===== src/rtl/lift8_if.sv =====
// Signal bundle between the lift controller and its environment: calls and
// safety inputs in, cabin/door status and the request bitmap out.
interface lift8_if;
  logic [2:0] req_floor;
  logic       ir_blocked;
  logic       overload;
  logic       emergency_stop;
  logic       door;
  logic [2:0] current_floor;
  logic [7:0] requests;
  logic [2:0] max_request;
  logic [2:0] min_request;
  logic       Up;
  logic       Down;
  logic       idle;
  logic       overload_warn;
  logic [2:0] fsm_state;

  // Environment side drives calls and sensors; controller side drives status.
  // There is no valid/ready handshake: req_floor is sampled every clock and a
  // change of value between two edges is taken as one new call.
  modport master (
    output req_floor, ir_blocked, overload, emergency_stop,
    input  door, current_floor, requests, max_request, min_request,
    input  Up, Down, idle, overload_warn, fsm_state
  );

  modport slave (
    input  req_floor, ir_blocked, overload, emergency_stop,
    output door, current_floor, requests, max_request, min_request,
    output Up, Down, idle, overload_warn, fsm_state
  );
endinterface


===== src/rtl/lift8.sv =====
// Eight-floor lift controller: captures floor calls into a bitmap, sweeps the
// cabin one floor per clock, and holds the door open for DOOR_CYCLES clocks.
module lift8 #(
  parameter int DOOR_CYCLES = 3
) (
  input logic   clk,
  input logic   reset,
  lift8_if.slave bus
);

  typedef enum logic [2:0] {
    IDLE      = 3'd0,
    MOVE_UP   = 3'd1,
    MOVE_DOWN = 3'd2,
    DOOR_OPEN = 3'd3,
    EMERGENCY = 3'd4
  } state_t;

  localparam int CW = (DOOR_CYCLES < 1) ? 1 : $clog2(DOOR_CYCLES + 1);
  localparam logic [CW-1:0] CNT_LOAD = CW'(DOOR_CYCLES);
  localparam logic [CW-1:0] CNT_ONE  = CW'(1);

  state_t        state;
  logic [2:0]    current_floor;
  logic [7:0]    requests;
  logic [2:0]    prev_req;
  logic [CW-1:0] door_cnt;
  logic          dir_up;
  logic          door_q;
  logic          up_q;
  logic          down_q;
  logic          idle_q;

  logic       new_call;
  logic [7:0] set_mask;
  logic [7:0] cur_bit;
  logic [7:0] above_mask;
  logic [7:0] below_mask;
  logic       req_above;
  logic       req_below;
  logic [2:0] next_up;
  logic [2:0] next_down;
  logic       door_hold;
  logic [2:0] max_r;
  logic [2:0] min_r;

  assign new_call   = (bus.req_floor != prev_req);
  assign set_mask   = new_call ? (8'd1 << bus.req_floor) : 8'd0;
  assign cur_bit    = 8'd1 << current_floor;
  assign above_mask = (8'hFF << current_floor) & ~cur_bit;
  assign below_mask = ~(8'hFF << current_floor);
  assign req_above  = |(requests & above_mask);
  assign req_below  = |(requests & below_mask);
  assign next_up    = current_floor + 3'd1;
  assign next_down  = current_floor - 3'd1;
  // A fresh call for the floor we are standing at restarts the door timer.
  assign door_hold  = bus.ir_blocked | bus.overload |
                      (new_call && (bus.req_floor == current_floor));

  always_comb begin
    max_r = 3'd0;
    min_r = 3'd0;
    for (int i = 0; i < 8; i++) begin
      if (requests[i]) max_r = 3'(i);
    end
    for (int i = 7; i >= 0; i--) begin
      if (requests[i]) min_r = 3'(i);
    end
  end

  always_ff @(posedge clk or negedge reset) begin
    if (!reset) begin
      state         <= IDLE;
      current_floor <= 3'd0;
      requests      <= 8'd0;
      prev_req      <= 3'd0;
      door_cnt      <= '0;
      dir_up        <= 1'b1;
      door_q        <= 1'b0;
      up_q          <= 1'b0;
      down_q        <= 1'b0;
      idle_q        <= 1'b1;
    end else begin
      prev_req <= bus.req_floor;
      requests <= requests | set_mask;
      if (bus.emergency_stop) begin
        state    <= EMERGENCY;
        door_q   <= 1'b0;
        up_q     <= 1'b0;
        down_q   <= 1'b0;
        idle_q   <= 1'b0;
        door_cnt <= '0;
      end else begin
        case (state)
          EMERGENCY: begin
            state  <= IDLE;
            idle_q <= 1'b1;
          end
          IDLE: begin
            if (requests[current_floor]) begin
              requests <= (requests | set_mask) & ~cur_bit;
              state    <= DOOR_OPEN;
              door_q   <= 1'b1;
              idle_q   <= 1'b0;
              door_cnt <= CNT_LOAD;
            end else if ((requests != 8'd0) && !bus.overload) begin
              idle_q <= 1'b0;
              if (req_above) begin
                state  <= MOVE_UP;
                up_q   <= 1'b1;
                dir_up <= 1'b1;
              end else begin
                state  <= MOVE_DOWN;
                down_q <= 1'b1;
                dir_up <= 1'b0;
              end
            end
          end
          MOVE_UP: begin
            if (current_floor == 3'd7) begin
              state  <= IDLE;
              up_q   <= 1'b0;
              idle_q <= 1'b1;
            end else begin
              current_floor <= next_up;
              if (requests[next_up]) begin
                requests <= (requests | set_mask) & ~(8'd1 << next_up);
                state    <= DOOR_OPEN;
                up_q     <= 1'b0;
                door_q   <= 1'b1;
                door_cnt <= CNT_LOAD;
              end
            end
          end
          MOVE_DOWN: begin
            if (current_floor == 3'd0) begin
              state  <= IDLE;
              down_q <= 1'b0;
              idle_q <= 1'b1;
            end else begin
              current_floor <= next_down;
              if (requests[next_down]) begin
                requests <= (requests | set_mask) & ~(8'd1 << next_down);
                state    <= DOOR_OPEN;
                down_q   <= 1'b0;
                door_q   <= 1'b1;
                door_cnt <= CNT_LOAD;
              end
            end
          end
          DOOR_OPEN: begin
            requests <= (requests | set_mask) & ~cur_bit;
            if (door_hold) begin
              door_cnt <= CNT_LOAD;
            end else if (door_cnt > CNT_ONE) begin
              door_cnt <= door_cnt - CNT_ONE;
            end else begin
              door_q   <= 1'b0;
              door_cnt <= '0;
              // Keep sweeping the same way while calls remain ahead.
              if (dir_up && req_above) begin
                state <= MOVE_UP;
                up_q  <= 1'b1;
              end else if (!dir_up && req_below) begin
                state  <= MOVE_DOWN;
                down_q <= 1'b1;
              end else if (req_above) begin
                state  <= MOVE_UP;
                up_q   <= 1'b1;
                dir_up <= 1'b1;
              end else if (req_below) begin
                state  <= MOVE_DOWN;
                down_q <= 1'b1;
                dir_up <= 1'b0;
              end else begin
                state  <= IDLE;
                idle_q <= 1'b1;
              end
            end
          end
          default: begin
            state    <= IDLE;
            door_q   <= 1'b0;
            up_q     <= 1'b0;
            down_q   <= 1'b0;
            idle_q   <= 1'b1;
            door_cnt <= '0;
          end
        endcase
      end
    end
  end

  assign bus.door          = door_q;
  assign bus.current_floor = current_floor;
  assign bus.requests      = requests;
  assign bus.max_request   = max_r;
  assign bus.min_request   = min_r;
  assign bus.Up            = up_q;
  assign bus.Down          = down_q;
  assign bus.idle          = idle_q;
  assign bus.overload_warn = bus.overload;
  assign bus.fsm_state     = state;

endmodule


===== src/flat_wrapper.sv =====
// flat-port wrapper written by rule: the top's interface ports become plain ports
module lift8_flat 
#(
  parameter int DOOR_CYCLES = 3
)
  (clk, reset, bus_req_floor, bus_ir_blocked, bus_overload, bus_emergency_stop, bus_door, bus_current_floor, bus_requests, bus_max_request, bus_min_request, bus_Up, bus_Down, bus_idle, bus_overload_warn, bus_fsm_state);
  lift8_if bus_i ();
  input logic clk;
  input logic reset;
  input wire logic [$bits(bus_i.req_floor)-1:0] bus_req_floor;
  input wire logic [$bits(bus_i.ir_blocked)-1:0] bus_ir_blocked;
  input wire logic [$bits(bus_i.overload)-1:0] bus_overload;
  input wire logic [$bits(bus_i.emergency_stop)-1:0] bus_emergency_stop;
  output wire logic [$bits(bus_i.door)-1:0] bus_door;
  output wire logic [$bits(bus_i.current_floor)-1:0] bus_current_floor;
  output wire logic [$bits(bus_i.requests)-1:0] bus_requests;
  output wire logic [$bits(bus_i.max_request)-1:0] bus_max_request;
  output wire logic [$bits(bus_i.min_request)-1:0] bus_min_request;
  output wire logic [$bits(bus_i.Up)-1:0] bus_Up;
  output wire logic [$bits(bus_i.Down)-1:0] bus_Down;
  output wire logic [$bits(bus_i.idle)-1:0] bus_idle;
  output wire logic [$bits(bus_i.overload_warn)-1:0] bus_overload_warn;
  output wire logic [$bits(bus_i.fsm_state)-1:0] bus_fsm_state;
  assign bus_i.req_floor = bus_req_floor;
  assign bus_i.ir_blocked = bus_ir_blocked;
  assign bus_i.overload = bus_overload;
  assign bus_i.emergency_stop = bus_emergency_stop;
  assign bus_door = bus_i.door;
  assign bus_current_floor = bus_i.current_floor;
  assign bus_requests = bus_i.requests;
  assign bus_max_request = bus_i.max_request;
  assign bus_min_request = bus_i.min_request;
  assign bus_Up = bus_i.Up;
  assign bus_Down = bus_i.Down;
  assign bus_idle = bus_i.idle;
  assign bus_overload_warn = bus_i.overload_warn;
  assign bus_fsm_state = bus_i.fsm_state;
  lift8 #(.DOOR_CYCLES(DOOR_CYCLES)) u_core (.clk(clk), .reset(reset), .bus(bus_i));
endmodule

===== config.mk =====
export PLATFORM = sky130hd
export DESIGN_NAME = lift8_flat
export DESIGN_NICKNAME = d
export VERILOG_FILES = /design/src/rtl/lift8_if.sv /design/src/rtl/lift8.sv /design/src/flat_wrapper.sv
export SDC_FILE = /design/constraint.sdc
export NUM_CORES = 1
export LEC_CHECK = 0
export BUFFER_PORTS_ARGS = -buffer_cell sky130_fd_sc_hd__buf_2
export CORE_ASPECT_RATIO = 1.5
export CORE_MARGIN = 4
export CORE_UTILIZATION = 50
export CTS_BUF_LIST = sky130_fd_sc_hd__clkbuf_4 sky130_fd_sc_hd__clkbuf_8
export DETAILED_ROUTE_END_ITERATION = 8
export GPL_TIMING_DRIVEN = 0
export PLACE_DENSITY = 0.8
export SETUP_SLACK_MARGIN = 0.2
export SLEW_MARGIN = 20
export SYNTH_ARGS = -nofsm -noshare
export SYNTH_HDL_FRONTEND = slang
export SYNTH_SLANG_ARGS = --single-unit
export TNS_END_PERCENT = 50

===== constraint.sdc =====
create_clock -name clk -period 6.1 [get_ports clk]
set_input_delay 0.305 -clock clk [delete_from_list [all_inputs] [get_ports clk]]
set_output_delay 0.305 -clock clk [all_outputs]
set_load 0.05 [all_outputs]

# Yosys cells after proc, flatten, opt, wreduce, memory -nomap -nowiden
# Cells that the tools add are included.
# classes
add_sub_neg	3
mul	0
div	0
n_lt_le_gt_ge	4
eq_ne	41
n_shift	5
n_mux	111
bitwise	14
reduce_logical	23
# ops
operator	n
$mux 3	28
$mux 8	7
$mux 1	54
$and 8x8->8	6
$not 8->8	4
$pmux 8 s4	1
$shl 1x3->8 const A	4
$ne 3x3->1 const B	10
$mux 2	10
$ne 3x2->1 const B	6
$reduce_and 9->1	2
$ne 2x2->1 const B	8
$ne 4x2->1 const B	4
$reduce_or 8->1	2
$lt 3x4->1 const B	3
$pmux 1 s4	3
$pmux 3 s4	1
$pmux 2 s5	1
$reduce_and 10->1	1
$bmux 1 s3	3
$or 8x8->8	1
$reduce_and 8->1	1
$reduce_bool 8->1	1
$shl 8x3->8 const A	1
other kinds (27)	39
# word_totals
ff_bits	24
latch_bits	0
ram_bits	0
rom_bits	0
inputBits	8
out_inout_bits	25
wordCells	211
memories	0

# Depth between registers and ports, before layout
# Gate-level depths: netlist of the first run.
# depth
ltp_word	12
depth_mapped	12
mapped_depth_nobuf	10

# Least setup slack after synthesis of the first run
# Ideal clock, no wire load.
# synth_timing
path_kind	register -> register
start	reg u_core.current_floor[0] (netlist: u_core.bus.current_floor[0])
end	reg u_core.door_q (netlist: u_core.bus.door)
setup_time_ps	121
t_arrival_ps	3129
t_required_ps	5979
slack_ps	2850
path_stages_with_launch	13
n_path_buf	2
synth_period_minus_slack_ps	3250
path_cell_list	dfrtp_1 buf_2 inv_1 ha_1 inv_1 ha_1 buf_2 mux4_2 mux2i_1 mux2i_1 o41ai_4 nor2_1 a22o_1
# synth_via
elab_chain_cells	5
word_cells_on_any_way	20
cone_classes	add/sub (2); eq/ne (8); mux (6); bitwise (1); reduce/logical (3)
# synth_rtl
element	line	source
start, declared	lift8.sv:24	logic [2:0] current_floor;
start signal, assigned	lift8.sv:125	current_floor <= next_up;
start signal, assigned	lift8.sv:141	current_floor <= next_down;
$sub 3x1->3, or another cell as far along	lift8.sv:55	assign next_down = current_floor - 3'd1;
$bmux 1 s3, or another cell as far along	lift8.sv:142	if (requests[next_down]) begin
$mux 1 (implied by the code), or another cell as far along	lift8.sv:142	
$ne 3x2->1 (no source line) or $ne 3x3->1 (tied branches)	n/a	
$reduce_and 8->1 (no source line) *	n/a	
end signal, assigned	lift8.sv:130	door_q <= 1'b1;
end signal, assigned	lift8.sv:146	door_q <= 1'b1;
end signal, assigned	lift8.sv:158	door_q <= 1'b0;
end, declared	lift8.sv:29	logic door_q;
# Mark *: on every way between the ends. The rest lies on a longest branch, timed or not. The select of a mux whose other input is x is not followed.
# A chain may end at the register's enable or synchronous reset.

# Worst setup path after layout of the first run
# layout_timing
start	reg u_core.current_floor[1] (netlist: u_core.bus.current_floor[1])
end	reg u_core.door_q (netlist: u_core.bus.door)
# Same word-level chain as after synthesis.

==> summary.md, run 1 <==
| Metric | Value |
|---|---|
| Inst Count DP | `380` |
| RSZ-0062 raised after global routing | `false` |
| PostCTS Resize Cnt | `0` |
| Post-layout net count | `337` |
| Yosys Warn Count | `0` |
| Row count | `30` |
| Drt initial violations | `217` |
| H-tree lvl count | `1` |
| Detailed Place HPWL | `5390 um` |
| Mapped cell area | `2340 um^2` |
| Final Max Tran Viols | `0` |
| Core box area | `4540 um^2` |
| Post-synthesis mux area share | `9.62%` |
| Synthesized net count | `300` |
| Crit path from | `u_core.bus.current_floor[1]` |
| Die W | `63.9 um` |
| Max incr delay on CP | `0.53 ns` |
| Global-route wire length before repair | `11600 um` |
| Tcrit/Tclk final | `58.3%` |
| Hold Fails Final Rpt | `0` |
| Antenna violations before repair | `0` |
| Fin util | `58.4%` |
| Max Clk Rate | `281 MHz` |
| Synth unique cells | `66` |
| Crit Reg-Reg Startpoint | `u_core.bus.current_floor[1]` |
| Post-synth EDFFs | `0` |
| Worst Setup End Kind | `flop` |
| I/O Buffers | `32` |
| Root Driver | `clkbuf_8` |
| Latest clock arrival within the worst-skew pair | `0.29 ns` |
| Most instantiated cells after synthesis | `a21oi_1, nor2_1, clkbuf_1, dfrtp_1, nand2_1` |
| Post-synthesis simple-gate area fraction | `22.1%` |
| Max-cap check violation count | `0` |
| TritonCTS buffer count | `3` |
| Most area-hungry cell type in the Yosys netlist | `dfrtp_1` |
| Post CTS Setup Buffer Count | `0` |
| Crit Path Category | `reg2reg` |
| Synthesized area per cell | `8.25 um^2` |
| Vias | `2405` |
| Vias per cell | `6.26` |
| Relative slew slack | `49.3%` |
| Synth Flop Type | `dfrtp_1` |
| # IOs | `33` |
| Cts hold-fix bufs | `0` |
| Clock skew | `0.00605 ns` |
| Post-route insts no fill | `384` |
| Status | `finished clean` |
| Drt drc | `0` |
| Critical-path top delay cell | `mux4_2` |
| Crit path max fanout | `9` |
| Clock sink count | `24` |
| Synth Area in Adders | `4.27%` |
| Routed WL per cell | `18.3 um` |
| Req. time, crit path | `6.28 ns` |
| Compound-Gate Fraction of Synth Area | `28.3%` |
| Antenna diodes | `0` |
| Largest family of logic cells by synthesized area | `compound AO/OA/AOI/OAI gates` |
| Seq/Total Area, Yosys | `25.7%` |
| Most frequent cell after synthesis | `a21oi_1` |
| Worst-path cell chain | `clkbuf_1, inv_1, ha_1, inv_1, ha_1, buf_2, mux4_2, mux2i_1, mux2i_1, o41ai_4, nor2_1, a22o_1` |
| Arrival time worst endpoint | `3.74 ns` |
| Initial Util | `51.6%` |
| Layout cell share with drive strength beyond 1 | `20.3%` |
| CTS tree | `built` |
| Die span in y | `91.8 um` |
| Remaining global-route overflow | `0` |
| Mapped Cells | `284` |
| Slew @ Worst Pin | `0.754 ns` |
| Post-synth top area share | `23.5%` |
| Xor/xnor cell area share of the yosys netlist | `2.62%` |
| FF+latch count, synth | `24` |
| Clk buf depth | `2` |
| Clock-pin slew on the worst setup and hold paths | `0.10 ns` |
| GPL Wtd Cong | `0.935` |
| TritonRoute pass-1 iters | `5` |
| Vias in the first global route | `2373` |
| WL final | `7030 um` |
| Final setup violation count | `0` |
| Worst setup SP type | `flop` |
| Asr flop ratio synth | `100%` |
| Final min period | `3.55 ns` |
| Antenna Nets Post-Route | `0` |
| Layout overhead on the synthesized area | `13.3%` |
| Global Route Usage Sum | `25.3%` |
| Worst reg2reg path depth | `12` |
| Worst hold path class | `in2async` |
| Leading post-synthesis cells by cell area | `dfrtp_1, a21oi_1, mux4_2` |
| Die area | `5870 um^2` |
| Total negative slack | `0 ns` |
| Largest net degree at the start of global routing | `25` |
## kinds of logic (layout without fill, tap and decap cells)
family,count (synthesis),after routing
multiplexers,12,12
XOR/XNOR,7,7
AND/OR/NAND/NOR,98,98
AO/OA/AOI/OAI,93,93
adder cells (fa/ha/maj),8,8
buffers and inverters,42,78
flip-flops,24,24
## sequential cells by signal, summed over array words and instances (netlist names), 2 cells and up
| register | count |
|---|---|
| u_core.bus.current_floor | 3 |
| u_core.bus.fsm_state | 3 |
| u_core.bus.requests | 8 |
| u_core.door_cnt | 2 |
| u_core.prev_req | 3 |
## cell usage in the layout (no fill, tap or decap), types with 7 or more instances in the layout
master | synthesis | final
nor2_1 | 25 | 25
buf_2 | 4 | 36
o21ai_0 | 8 | 8
a21oi_1 | 32 | 32
nor2b_1 | 11 | 11
inv_1 | 11 | 11
nor3_1 | 9 | 9
nand2_1 | 22 | 22
a31oi_1 | 7 | 7
mux4_2 | 7 | 7
ha_1 | 8 | 8
clkbuf_1 | 22 | 22
dfrtp_1 | 22 | 22
## metrics by stage
step           cell area [um^2]  setup slack [ns]  hold slack [ns]
6_report                   2650              2.55          0.00672
5_1_grt                    2650              2.30           0.0649
4_1_cts                    2650              2.60           0.0366
3_5_place_dp               2580              2.64            0.344
3_3_place_gp               2580              2.63            0.320
2_1_floorplan              2340              2.85          0.00941
## routing by layer
layer	vias to the layer above	global-route usage (%)	share of wire, %
met5	-	0	0
met4	0	14.2	3.4
met3	25	2.70	6.5
met2	106	44.2	51
met1	1150	29.5	39
li1	1124	-	-
## final cells by class
cell class                 count  area [um^2]
buffer                        30          129
clock buffer                   3         41.3
clock inverter                 1         30.0
fill                         435         1890
inverter                      12         45.0
multi-input combinational    218         1570
sequential                    24          603
tap                           64         80.1
timing repair buffer          32          160
## worst paths after layout
kind | to | slack [ns]
min in group clk | u_core.prev_req[1] | 0.13
worst max register to register | u_core.bus.door | 2.55
worst max-delay path | u_core.bus.door | 2.55
worst min register to register | u_core.bus.Up | 0.50
max in group asynchronous | u_core.bus.requests[4] | 5.70
worst min-delay path | u_core.bus.fsm_state[1] | 0.007
## worst max-delay path: cells and delay by family, from the launching register on
kind	cells	cell delay (ns)
buffers and inverters	4	0.84
flip-flops	1	0.44
AO/OA/AOI/OAI	2	0.62
adder cells (fa/ha/maj)	2	0.32
AND/OR/NAND/NOR	1	0.11
multiplexers	3	1.11
Power of run 1 is not shown: default switching activity piles up to over one toggle a cycle in this logic, so the estimate is an artifact.
==> inputs of run 2 (changes only) <==
Clock period 6.1 ns to 3.5 ns, I/O delays scaled along.
==> run 2 against run 1 <==
  * First-iteration DRC count fell by 10%
  * Final cell count rose by 0.52%
  * Critical endpoint is now u_core.bus.requests[1]
  * Sequential share of layout area fell by 0.32 points
==> summary.md, run 2 (synthesis gave the netlist of run 1 again) <==
| Metric | Value |
|---|---|
| # IOs | `33 (unchanged)` |
| Hold Fails Final Rpt | `0 (unchanged)` |
| Final WS setup | `0.381 ns (-2.16 ns)` |
| Layout overhead on the synthesized area | `14.9%` |
| Max Clk Rate | `321 MHz (+14%)` |
| Vias per cell | `6.25 (-0.19%)` |
| Critical-path top delay cell | `a2111oi_0` |
| Clk buf depth | `2 (unchanged)` |
| Row count | `30 (unchanged)` |
| I/O Buffers | `32 (unchanged)` |
| Final Max Tran Viols | `0 (unchanged)` |
| Clock skew | `0.00757 ns (+0.00152 ns)` |
| Layout cell share with drive strength beyond 1 | `21.7% (+1.4 points)` |
| Max-cap check violation count | `0 (unchanged)` |
| Clock-pin slew on the worst setup and hold paths | `0.10 ns (about the same)` |
| Status | `finished clean` |
| CTS tree | `built` |
| Fillers | `427 (-1.8%)` |
| Detailed Place HPWL | `5390 um (unchanged)` |
| Global Route Usage Sum | `25.3% (about the same)` |
| Total negative slack | `0 ns (unchanged)` |
| Commonest non-fill, non-tap cells in the layout | `buf_2, a21oi_1, nor2_1, nand2_1, dfrtp_1` |
| Drt initial violations | `195 (-10%)` |
| Worst hold path class | `in2reg` |
| Crit path max fanout | `9 (unchanged)` |
| Register bank with the most flops | `u_core.bus.requests` |
| Pre-CTS WS | `0.0352 ns (-2.60 ns)` |
| Remaining global-route overflow | `0 (unchanged)` |
| TritonRoute pass-1 iters | `6 (+1)` |
| Post-layout net count | `339 (+0.59%)` |
| Core box area | `4540 um^2 (unchanged)` |
| Global-route wire length before repair | `11600 um (unchanged)` |
| Worst setup SP type | `flop` |
| Latest clock arrival within the worst-skew pair | `0.28 ns (about the same)` |
| Req. time, crit path | `3.65 ns (-2.63 ns)` |
| RSZ-0062 raised after global routing | `false` |
| Drt drc | `0 (unchanged)` |
| WL final | `7080 um (+0.75%)` |
| Root Driver | `clkbuf_8` |
| Worst Setup End Kind | `flop` |
| Clock sink count | `24 (unchanged)` |
| Antenna diodes | `0 (unchanged)` |
| Final setup violation count | `0 (unchanged)` |
| Final min period | `3.12 ns (-0.436 ns)` |
| Die span in y | `91.8 um (unchanged)` |
| Initial Util | `51.6% (unchanged)` |
| GPL Wtd Cong | `0.935 (unchanged)` |
| TritonCTS buffer count | `3 (unchanged)` |
| Crit Path Category | `reg2reg` |
| Antenna Nets Post-Route | `0 (unchanged)` |
| Max reg flops | `8 (unchanged)` |
| Worst hold margin | `0.00675 ns (+0.0000314 ns)` |
| Die area | `5870 um^2 (unchanged)` |
| Commonest non-fill, non-tap cell in the layout | `buf_2` |
| Arrival time worst endpoint | `3.27 ns (-0.47 ns)` |
| Vias | `2413 (+0.33%)` |
| Tcrit/Tclk final | `89.1% (+31 points)` |
| Antenna violations before repair | `0 (unchanged)` |
| Slew @ Worst Pin | `0.757 ns (+0.00291 ns)` |
| Die W | `63.9 um (unchanged)` |
| H-tree lvl count | `1 (unchanged)` |
| Relative slew slack | `49.1% (-0.20 points)` |
| Max incr delay on CP | `0.54 ns (about the same)` |
| Worst-path cell chain | `buf_2, inv_1, ha_1, inv_1, ha_1, buf_4, mux4_2, mux2i_4, nor2_1, a31oi_1, a2111oi_0, nor2_1` |
| Vias in the first global route | `2372 (-0.042%)` |
| Routed WL per cell | `18.3 um (+0.23%)` |
| Largest net degree at the start of global routing | `25 (unchanged)` |
[run 2: metrics by stage]
stage	area (um^2)	cells	util (%)
after floorplan	2340	284	-
after global routing	2690	386	59.3
final	2690	386	59.3
after CTS	2690	386	59.2
after detailed placement	2580	380	56.9
after global placement	2580	380	56.9
[run 2: layer usage]
layer / GRT usage (%) / up-vias / share of wire, %
li1: - / 1126 / -
met1: 29.5 / 1141 / 39
met2: 44.0 / 123 / 51
met3: 2.70 / 23 / 6.2
met4: 14.4 / 0 / 3.2
met5: 0 / - / 0
[run 2: worst paths after layout]
check                      cells past startpoint                   startpoint                      end  slack, ns
setup / recovery                              12  u_core.bus.current_floor[1]   u_core.bus.requests[1]       0.38
hold / removal                                 1             bus_req_floor[1]       u_core.prev_req[1]      0.007
setup reg to reg                              12  u_core.bus.current_floor[1]   u_core.bus.requests[1]       0.38
hold reg to reg                                1                u_core.bus.Up            u_core.bus.Up       0.50
max in group asynchronous                      2                        reset   u_core.bus.requests[4]       2.69
min in group asynchronous                      2                        reset  u_core.bus.fsm_state[0]       0.42
[run 2: timing repair]
item                                    CTS  global route
endpoints found under the setup margin    4             4
pin swaps                                 1             1
buffers inserted                          1             0
hold endpoints to repair                 22             0
hold buffers                              1             0
gates resized for setup                   4             5
[run 2: cell type report]
cell class	count	area, um^2	area share (%)
multi-input combinational	218	1580	58.6
sequential	24	603	22.4
timing repair buffer	34	178	6.60
buffer	30	136	5.07
tap	64	80.1	2.98
inverter	12	45.0	1.67
clock buffer	3	41.3	1.53
clock inverter	1	30.0	1.12
[run 2: worst max-delay path: cells and delay by family (launching register included)]
| kind | cells | cell delay, ns |
|---|---|---|
| DFF | 1 | 0.44 |
| adders and majority gates | 2 | 0.40 |
| buffers and inverters | 4 | 0.60 |
| AOI/OAI and AO/OA | 2 | 0.67 |
| and+or+nand+nor | 2 | 0.41 |
| muxes | 2 | 0.47 |
Power of run 2 is left out for the same reason.
==> inputs of run 3 (changes only) <==
Settings changed: ABC_AREA set to 1.
==> run 3 against run 2 <==
  * Die area grew 4.0%
  * Global-route usage grew 1.5 points
  * Setup slack gained 0.66 ns
  * Routed wire length grew 9.1%
  * Register-to-register slack gained 0.66 ns
  * Clock skew grew 0.0010 ns
  * Design area grew 3.3%
  * Largest cell class unchanged
==> summary.md, run 3 <==
| Metric | Value |
|---|---|
| Seq/Total Area, Yosys | `24.6% (-1.1 points)` |
| Post-synth top area share | `22.5% (-1.0 points)` |
| RSZ-0062 raised after global routing | `false` |
| FF+latch count, synth | `24 (unchanged)` |
| Arrival time worst endpoint | `2.64 ns (-0.63 ns)` |
| Final setup violation count | `0 (unchanged)` |
| Vias in the first global route | `2735 (+15%)` |
| Worst reg2reg path depth | `12 (unchanged)` |
| Most frequent cell after synthesis | `nand2_1` |
| Row count | `30 (unchanged)` |
| Asr flop ratio synth | `100% (unchanged)` |
| Status | `finished clean` |
| Antenna Nets Post-Route | `0 (unchanged)` |
| Layout overhead on the synthesized area | `13.5%` |
| Slew @ Worst Pin | `0.566 ns (-0.191 ns)` |
| Clock sink count | `24 (unchanged)` |
| Hold Fails Final Rpt | `0 (unchanged)` |
| Most instantiated cells after synthesis | `nand2_1, inv_1, nand3_1` |
| Latest clock arrival within the worst-skew pair | `0.28 ns (about the same)` |
| Pre-CTS WS | `1.08 ns (+1.05 ns)` |
| Commonest non-fill, non-tap cell in the layout | `nand2_1` |
| Global-route wire length before repair | `12800 um (+10%)` |
| Clock skew | `0.00861 ns (+0.00105 ns)` |
| Cts hold-fix bufs | `1 (unchanged)` |
| Synthesized area per cell | `6.15 um^2 (-25%)` |
| TritonRoute pass-1 iters | `5 (-1)` |
| Largest net degree at the start of global routing | `25 (unchanged)` |
| Crit path max fanout | `10 (+1)` |
| Leading post-synthesis cells by cell area | `dfrtp_1, nand2_1, nand3_1` |
| Worst Setup End Kind | `flop` |
| Mapped cell area | `2450 um^2 (+4.5%)` |
| Die span in y | `93.7 um (+2.0%)` |
| Drt drc | `0 (unchanged)` |
| Worst setup SP type | `flop` |
| Most area-hungry cell type in the Yosys netlist | `dfrtp_1` |
| Worst hold path class | `in2reg` |
| Antenna violations before repair | `0 (unchanged)` |
| Met2 wire length | `3920 um (+7.9%)` |
| Core box area | `4620 um^2 (+1.7%)` |
| CTS tree | `built` |
| # IOs | `33 (unchanged)` |
| PostCTS Resize Cnt | `0 (-4)` |
| Vias per cell | `5.64 (-9.8%)` |
| Die area | `6100 um^2 (+4.0%)` |
| WL final | `7720 um (+9.1%)` |
| Synth unique cells | `36 (-45%)` |
| Vias | `2819 (+17%)` |
| Global Route Usage Sum | `26.8% (+1.5 points)` |
| Max Used Layer | `met4` |
| Crit Path Category | `reg2reg` |
| Total negative slack | `0 ns (unchanged)` |
| Max-cap check violation count | `0 (unchanged)` |
| Yosys Warn Count | `0 (unchanged)` |
| I/O Buffers | `32 (unchanged)` |
| Commonest non-fill, non-tap cells in the layout | `nand2_1, inv_1, nand3_1, buf_2, nor2_1` |
| Initial Util | `53.0% (+1.4 points)` |
| Post-layout net count | `453 (+34%)` |
| Drt initial violations | `310 (+59%)` |
| Relative slew slack | `62.3% (+13 points)` |
| Layout cell share with drive strength beyond 1 | `19.0% (-2.7 points)` |
| Final Max Tran Viols | `0 (unchanged)` |
| Min-Delay Path Depth | `1 (unchanged)` |
| Mapped Cells | `398 (+40%)` |
| Clock-pin slew on the worst setup and hold paths | `0.10 ns (about the same)` |
| Synth Flop Type | `dfrtp_1` |
| GPL Wtd Cong | `1.03 (+10%)` |
| Detailed Place HPWL | `6060 um (+12%)` |
| H-tree lvl count | `1 (unchanged)` |
| Post-synth EDFFs | `0 (unchanged)` |
| M1 WL | `2980 um (+7.3%)` |
| Final min period | `2.46 ns (-0.660 ns)` |
| Clk buf depth | `2 (unchanged)` |
| Max reg flops | `8 (unchanged)` |
| TritonCTS buffer count | `3 (unchanged)` |
| Die W | `65.1 um (+1.9%)` |
| Tcrit/Tclk final | `70.2% (-19 points)` |
| Routed WL per cell | `15.4 um (-16%)` |
| Root Driver | `clkbuf_8` |
| Register bank with the most flops | `u_core.bus.requests` |
| Remaining global-route overflow | `0 (unchanged)` |
| Max Clk Rate | `407 MHz (+27%)` |
| Final WS setup | `1.04 ns (+0.660 ns)` |
| Antenna diodes | `0 (unchanged)` |
| Metal3 WL | `429 um (-2.1%)` |
| Req. time, crit path | `3.68 ns (+0.03 ns)` |
| Synthesized net count | `414 (+38%)` |
| Post CTS Setup Buffer Count | `0 (-1)` |
## run 3: worst paths after layout
kind | startpoint | endpoint | slack, ns
max | u_core.bus.current_floor[1] | u_core.bus.Down | 1.04
min | bus_req_floor[0] | u_core.prev_req[0] | 0.07
max reg2reg | u_core.bus.current_floor[1] | u_core.bus.Down | 1.04
min reg2reg | u_core.bus.idle | u_core.bus.idle | 0.47
max in group asynchronous | reset | u_core.bus.requests[3] | 2.71
min in group asynchronous | reset | u_core.bus.requests[4] | 0.41
## run 3: logic make-up after synthesis
family | count (synthesis) | synth area share (%)
simple gates | 236 | 44.3
buf+inv | 61 | 10.3
xor+xnor | 5 | 1.79
flops | 24 | 24.6
compound gates | 64 | 14.9
fa+ha+maj | 8 | 4.09
## run 3: stage by stage
| stage | util (%) | cell area [um^2] | std cells | hold slack (ns) |
|---|---|---|---|---|
| floorplan | - | 2450 | 398 | -0.121 |
| global placement | 58.2 | 2690 | 494 | 0.191 |
| detailed placement | 58.2 | 2690 | 494 | 0.199 |
| CTS | 60.0 | 2770 | 499 | 0.00775 |
| global route | 60.2 | 2780 | 500 | 0.0650 |
| finish | 60.2 | 2780 | 500 | 0.0732 |
## run 3: cell type report
cell class / instances / area, um^2
Clock buffer: 3 / 41.3
Sequential cell: 24 / 603
Fill cell: 465 / 1840
Multi-Input combinational cell: 313 / 1590
Inverter: 54 / 203
Buffer: 7 / 48.8
Tap cell: 64 / 80.1
Clock inverter: 1 / 30.0
Timing Repair Buffer: 34 / 180
## run 3: routing by layer
layer	up-vias	global-route usage [%]
li1	1367	-
met4	0	16.3
met1	1278	30.2
met3	38	2.40
met2	136	47.8
met5	-	0
## run 3: critical path, cell delays in order (launching register included)
cell and delay, ns:
dfrtp_1 0.52, inv_1 0.28, ha_1 0.19, inv_1 0.04, ha_1 0.37, inv_1 0.21
nand2_2 0.14, nand2_1 0.20, nand3_1 0.11, nand2_2 0.12, nor2_1 0.06, nand2_1 0.05
nand2_1 0.06
Power of run 3 is left out for the same reason.
